===== src/rtl/ifetch_buffer_pkg.sv =====
// Shared CPU definitions used by the fetch stage and its bench.
package cpu_defs;

   localparam int unsigned AW       = 32;
   localparam logic [31:0] RESET_PC = 32'h0000_3000;
   localparam logic [31:0] NOP      = 32'h0000_0000;

endpackage


===== src/rtl/ifetch_buffer_sync_fifo.sv =====
// Generic synchronous FIFO with push/pop/clear and an occupancy count.
// Push into a full FIFO and pop from an empty one are ignored; clear wins
// over push and pop in the same cycle.
module sync_fifo #(
   parameter int unsigned WIDTH = 8,
   parameter int unsigned DEPTH = 4
) (
   input  logic                    clk,
   input  logic                    rst_n,
   input  logic                    clear_i,
   input  logic                    push_i,
   input  logic [WIDTH-1:0]        wdata_i,
   input  logic                    pop_i,
   output logic [WIDTH-1:0]        rdata_o,
   output logic [$clog2(DEPTH):0]  count_o
);

   localparam int unsigned PW = $clog2(DEPTH);
   localparam int unsigned CW = PW + 1;
   localparam logic [CW-1:0] FULL = CW'(DEPTH);

   logic [WIDTH-1:0] mem_q [DEPTH];
   logic [PW-1:0]    wr_ptr_q, wr_ptr_d;
   logic [PW-1:0]    rd_ptr_q, rd_ptr_d;
   logic [CW-1:0]    count_q, count_d;
   logic             do_push, do_pop;

   assign do_push = push_i & (count_q != FULL);
   assign do_pop  = pop_i & (count_q != '0);

   // Next-state pointers and count; pointers wrap naturally since DEPTH is a power of 2.
   always_comb begin
      // NOTE: every variable gets a default first so no path leaves it unassigned (no latch).
      wr_ptr_d = wr_ptr_q;
      rd_ptr_d = rd_ptr_q;
      count_d  = count_q;
      if (clear_i) begin
         wr_ptr_d = '0;
         rd_ptr_d = '0;
         count_d  = '0;
      end else begin
         if (do_push) wr_ptr_d = wr_ptr_q + 1'b1;
         if (do_pop)  rd_ptr_d = rd_ptr_q + 1'b1;
         case ({do_push, do_pop})
            2'b10:   count_d = count_q + 1'b1;
            2'b01:   count_d = count_q - 1'b1;
            default: count_d = count_q;
         endcase
      end
   end

   // Pointer and count registers.
   always_ff @(posedge clk or negedge rst_n) begin
      // NOTE: sequential state uses non-blocking assignments; blocking is reserved for always_comb.
      if (!rst_n) begin
         wr_ptr_q <= '0;
         rd_ptr_q <= '0;
         count_q  <= '0;
      end else begin
         wr_ptr_q <= wr_ptr_d;
         rd_ptr_q <= rd_ptr_d;
         count_q  <= count_d;
      end
   end

   // Storage array write.
   always_ff @(posedge clk) begin
      // NOTE: storage is not reset; count_q alone says which entries are meaningful.
      if (do_push && !clear_i) mem_q[wr_ptr_q] <= wdata_i;
   end

   assign rdata_o = mem_q[rd_ptr_q];
   assign count_o = count_q;

endmodule


===== src/rtl/ifetch_buffer.sv =====
// Fetch stage: issues in-order requests to a variable-latency instruction
// memory, pairs each response with its PC and buffers {pc, instr, exc} for
// decode. A flush discards buffered entries and drops in-flight responses.
module ifetch_buffer
   import cpu_defs::*;
#(
   parameter int unsigned DEPTH = 4,
   parameter int unsigned AW    = cpu_defs::AW
) (
   input  logic          clk,
   input  logic          reset,
   input  logic [AW-1:0] pc_in,
   input  logic          pc_valid,
   output logic          pc_ready,
   input  logic          flush,
   output logic          imem_req_valid,
   input  logic          imem_req_ready,
   output logic [AW-1:0] imem_req_addr,
   input  logic          imem_rsp_valid,
   input  logic [31:0]   imem_rsp_data,
   output logic          id_valid,
   input  logic          id_ready,
   output logic [31:0]   id_instr,
   output logic [AW-1:0] id_pc,
   output logic          id_exc
);

   localparam int unsigned CW = $clog2(DEPTH) + 1;
   localparam logic [CW:0] DEPTH_W = (CW+1)'(DEPTH);

   typedef struct packed {
      logic [AW-1:0] pc;
      logic          exc;
   } pend_t;

   typedef struct packed {
      logic [AW-1:0] pc;
      logic [31:0]   instr;
      logic          exc;
   } ibuf_t;

   pend_t         pend_wr, pend_rd;
   ibuf_t         ibuf_wr, ibuf_rd;
   logic [CW-1:0] inflight, count;
   logic [CW-1:0] drop_q, drop_d;
   logic [CW:0]   occupancy;
   logic          run_q;
   logic          credit_ok, rsp_ok, rsp_keep, id_pop;

   // Hold off requests until the first edge after reset release.
   always_ff @(posedge clk or negedge reset) begin
      if (!reset) run_q <= 1'b0;
      else        run_q <= 1'b1;
   end

   // Credit counts both in-flight requests and buffered entries, so every
   // response is guaranteed a buffer slot.
   assign occupancy      = {1'b0, inflight} + {1'b0, count};
   assign credit_ok      = occupancy < DEPTH_W;
   assign imem_req_valid = run_q & pc_valid & credit_ok & ~flush;
   assign pc_ready       = imem_req_valid & imem_req_ready;
   assign imem_req_addr  = {pc_in[AW-1:2], 2'b00};

   // A response with nothing outstanding is a protocol error and is ignored.
   assign rsp_ok   = imem_rsp_valid & (inflight != '0);
   assign rsp_keep = rsp_ok & (drop_q == '0) & ~flush;
   assign id_valid = (count != '0);
   assign id_pop   = id_valid & id_ready & ~flush;

   assign pend_wr.pc    = pc_in;
   assign pend_wr.exc   = |pc_in[1:0];
   assign ibuf_wr.pc    = pend_rd.pc;
   assign ibuf_wr.exc   = pend_rd.exc;
   assign ibuf_wr.instr = pend_rd.exc ? NOP : imem_rsp_data;

   // In-flight PC queue: never cleared on flush so PC pairing stays aligned
   // with the responses still to come back.
   sync_fifo #(.WIDTH($bits(pend_t)), .DEPTH(DEPTH)) u_pend_q (
      .clk     (clk),
      .rst_n   (reset),
      .clear_i (1'b0),
      .push_i  (pc_ready),
      .wdata_i (pend_wr),
      .pop_i   (rsp_ok),
      .rdata_o (pend_rd),
      .count_o (inflight)
   );

   // Instruction buffer towards decode.
   sync_fifo #(.WIDTH($bits(ibuf_t)), .DEPTH(DEPTH)) u_ibuf (
      .clk     (clk),
      .rst_n   (reset),
      .clear_i (flush),
      .push_i  (rsp_keep),
      .wdata_i (ibuf_wr),
      .pop_i   (id_pop),
      .rdata_o (ibuf_rd),
      .count_o (count)
   );

   // Drop counter: a flush marks every response still outstanding after this edge as stale.
   always_comb begin
      drop_d = drop_q;
      if (flush)                        drop_d = inflight - CW'(rsp_ok);
      else if (rsp_ok && drop_q != '0)  drop_d = drop_q - 1'b1;
   end

   // Drop counter register.
   always_ff @(posedge clk or negedge reset) begin
      if (!reset) drop_q <= '0;
      else        drop_q <= drop_d;
   end

   // Head fields read as zero while the buffer is empty.
   assign id_pc    = id_valid ? ibuf_rd.pc    : '0;
   assign id_instr = id_valid ? ibuf_rd.instr : NOP;
   assign id_exc   = id_valid & ibuf_rd.exc;

endmodule


===== config.mk =====
export PLATFORM = sky130hd
export DESIGN_NAME = ifetch_buffer
export DESIGN_NICKNAME = d
export VERILOG_FILES = /design/src/rtl/ifetch_buffer_pkg.sv /design/src/rtl/ifetch_buffer_sync_fifo.sv /design/src/rtl/ifetch_buffer.sv
export SDC_FILE = /design/constraint.sdc
export NUM_CORES = 1
export LEC_CHECK = 0
export ABC_AREA = 0
export CORE_UTILIZATION = 36
export DETAILED_ROUTE_END_ITERATION = 7
export GPL_ROUTABILITY_DRIVEN = 0
export PLACE_DENSITY = 0.6
export SKIP_CTS_REPAIR_TIMING = 1
export SYNTH_ARGS = -nofsm -noshare
export SYNTH_HDL_FRONTEND = slang
export SYNTH_HIERARCHICAL = 1
export SYNTH_SLANG_ARGS = --single-unit

===== constraint.sdc =====
create_clock -name clk -period 4.45 [get_ports clk]
set_input_delay 1.335 -clock clk [delete_from_list [all_inputs] [get_ports clk]]
set_output_delay 1.335 -clock clk [all_outputs]
set_load 0.02 [all_outputs]

==> qor.yml <==
run_status:
  status: "finished clean"
synth:
  synth_mux_area_share_pct: 13.3
  syn_area_per_cell_sq_um: 20.2
  synth_top_cell_area_share_pct: 70.5
  synth_edf_count: 392
  syn-cell-area_sq_um: 16700
  ys_seq_elements: 410
  synth_compound_area_share_pct: 1.87
  yosysTopAreaCell: "edfxtp_1"
  synthSimpleGateAreaFrac_pct: 5.86
  synthCells: 825
  synth_top_family_by_area: "multiplexers"
  synth_top_flop_cell: "edfxtp_1"
  ys_top_cells_by_area: "edfxtp_1 70%, mux4_2 13%, and2_1 2.8%, dfrtp_1 2.7%, buf_4 1.7%"
  synthXorXnorAreaFrac_pct: 0.367
  synthAdderAreaFrac_pct: 1.29
  synth.distinct_cells: 48
  ys_seq_area_share_pct: 73.2
  yosysWarnings: 6
  synthArstFlopShare_pct: 4.39
pwr:
  p_leak_nw: 6.46
  power_density_nw_per_um2: 384
  vdd_ir_drop_max_mv: 0.275
  total_power_w: 0.00781
grt:
  use_met2_pct: 23.9
  grt_pass1_wl_microns: 50700
  use_met3_pct: 2.70
  grtUsageMet1_pct: 19.0
  busiest_layer: "met2"
  antenna_found_initial: 0
  grt_max_degree: 50
  grt_usage_pct: 14.4
  grt_pass1_vias: 8531
  overflow: 0
timing:
  slew_headroom_pct: 39.0
  fmax_mhz: 233
  layout_setup_ws_ns: 0.155
  hold_violations: 0
  fin_skew_ns: 0.0206
  rsz0062_at_grt: "no"
  tightest_slew_ns: 0.913
  finalCriticalPeriod_ns: 4.30
  drv_slew: 0
  finalCritPeriodShare_pct: 96.5
  setup_viol: 0
drt:
  wl_per_cell_microns: 20.2
  drt_iter0_drc: 410
  drc: 0
  drt_pass1_iterations: 4
  vias: 7939
  drt.antenna.violating_nets: 0
  vias_per_cell: 4.86
  routed_wl_microns: 32900
worst_setup_path:
  cp_data_arrival_time_ns: 2.96
  ff2ff_setup_slack_ns: 1.29
  cp-start-kind: "primary input"
  cp_max_fo: 2
  critPathRequiredTime_ns: 3.12
  reg2regPathDepth: 9
  worstSetupEndpointType: "primary output"
  reg2reg_from: "u_ibuf/count_o[2]$_DFFE_PN0P_"
  criticalPathCategory: "primary input to primary output"
  r2r-end: "u_pend_q/mem_q[1][31]$_DFFE_PP_"
placed_design:
  dp_cells: 1552
  port_buffers: 168
  dp_hpwl_microns: 19600
  post_dp_cell_area_sq_um: 19000
  pre_cts_slack_ns: -0.0299
floorplan:
  die_w_microns: 217
  core_area_sq_um: 45600
  start_util_pct: 36.6
  io-pin-count: 171
  die-area_sq_um: 47300
  chipHeight_microns: 217
  row_count: 78
layout:
  layout_common_cells: "392 x edfxtp_1, 167 x clkdlybuf4s50_1, 93 x mux4_2"
  finalNetCount: 1085
  layout.cells.non_filler: 1632
  final_cell_area_sq_um: 20300
  multi_input_area_sq_um: 3820
  drive_gt1_share_pct: 20.3
  num-fill-cells: 3974
  n_antenna_cell: 0
  layout_commonest_cell: "edfxtp_1"
  syn2layout_area_growth_pct: 21.8
  finish.utilization_pct: 44.6
  ff_latch_area_sq_um: 12200
clock_tree:
  clkLatencyLatePin_ns: 0.56
  htreeDepth: 2
  cts-root-buf: "clkbuf_16"
  clk_pin_slew_ns: 0.05
  cts_inserted_buffers: 44
  cts_buffer_depth: 3
  clkSinkCount: 410
  cts_tree: "yes"
hold_path:
  whs_endpoint: "drop_q[1]$_DFFE_PN0P_"
  hold_depth: 2
  worstHoldStart: "drop_q[1]$_DFFE_PN0P_"
  hold_class: "flop to flop"
job:
  max_cap_violations: 0
==> cell usage after synthesis, drive strengths merged, types with 3 or more instances <==
cell / count
or2: 3
a21oi: 16
o311ai: 4
nor3b: 5
ha: 14
a22oi: 3
nor2b: 34
o21ai: 7
dfrtp: 18
clkbuf: 10
a31oi: 4
o31ai: 3
buf: 68
nand3b: 7
inv: 15
or3: 5
nor2: 5
xor2: 4
xnor2: 3
mux4: 98
edfxtp: 392
and2: 76
nand2b: 7
==> kinds of logic (layout without fill, tap and decap cells) <==
group           after synthesis  in the layout
fa+ha+maj                    16             16
xor+xnor                      7              7
mux                          98             98
other cells                   2              4
flops                       410            410
simple gates                153            153
buf+inv                      93            298
compound gates               46             46
==> layout make-up <==
type                    instances  area share (%)
clock buffers                  58            5.83
clock inverters                22           0.843
well taps                     600            3.69
inverters                      15           0.277
flip-flops and latches        410            60.1
multi-input cells             324            18.8
repair buffers                203            10.4
==> critical path, cell delays in order <==
cell	delay, ns
clkdlybuf4s50_1	0.43
nor4b_1	0.28
nand3b_1	0.13
a31oi_1	0.15
clkdlybuf4s50_1	0.63
==> how the worst max path moves through the flow <==
stage | start | endpoint | slack (ns)
after floorplan | flush | u_pend_q/mem_q[0][0]$_DFFE_PP_ | 0.06
after global placement | flush | pc_ready | -0.08
after detailed placement | flush | pc_ready | -0.03
after global routing | flush | imem_req_valid | 0.05
final | flush | imem_req_valid | 0.15
after CTS | flush | pc_ready | -0.04
==> power breakdown <==
part           switching [W]  internal [W]
sequential        0.00000197       0.00421
combinational      0.0000818     0.0000924
clock                0.00143       0.00199
total                0.00152       0.00629
==> layer usage <==
metal	vias up	share of wire, %
met3	45	4.3
li1	3596	-
met1	4116	45
met4	0	2.2
met5	-	0
met2	182	49
==> through the flow <==
step | hold slack [ns] | setup TNS (ns)
final | 0.523 | 0
after global routing | 0.573 | 0
after CTS | 0.527 | -0.0394
after detailed placement | 0.514 | -0.0299
after global placement | 0.517 | -0.0800
after floorplan | 0.478 | 0
==> flip-flops by register name, indices dropped and copies added, names as in the netlist <==
register,cells
u_pend_q/rd_ptr_q,2
drop_q,3
u_pend_q/wr_ptr_q,2
u_ibuf/rd_ptr_q,2
u_pend_q/mem_q,132
run_q,1
u_ibuf/wr_ptr_q,2
u_pend_q/count_o,3
u_ibuf/mem_q,260
u_ibuf/count_o,3
No activity file was read; power rests on OpenSTA's default activity.
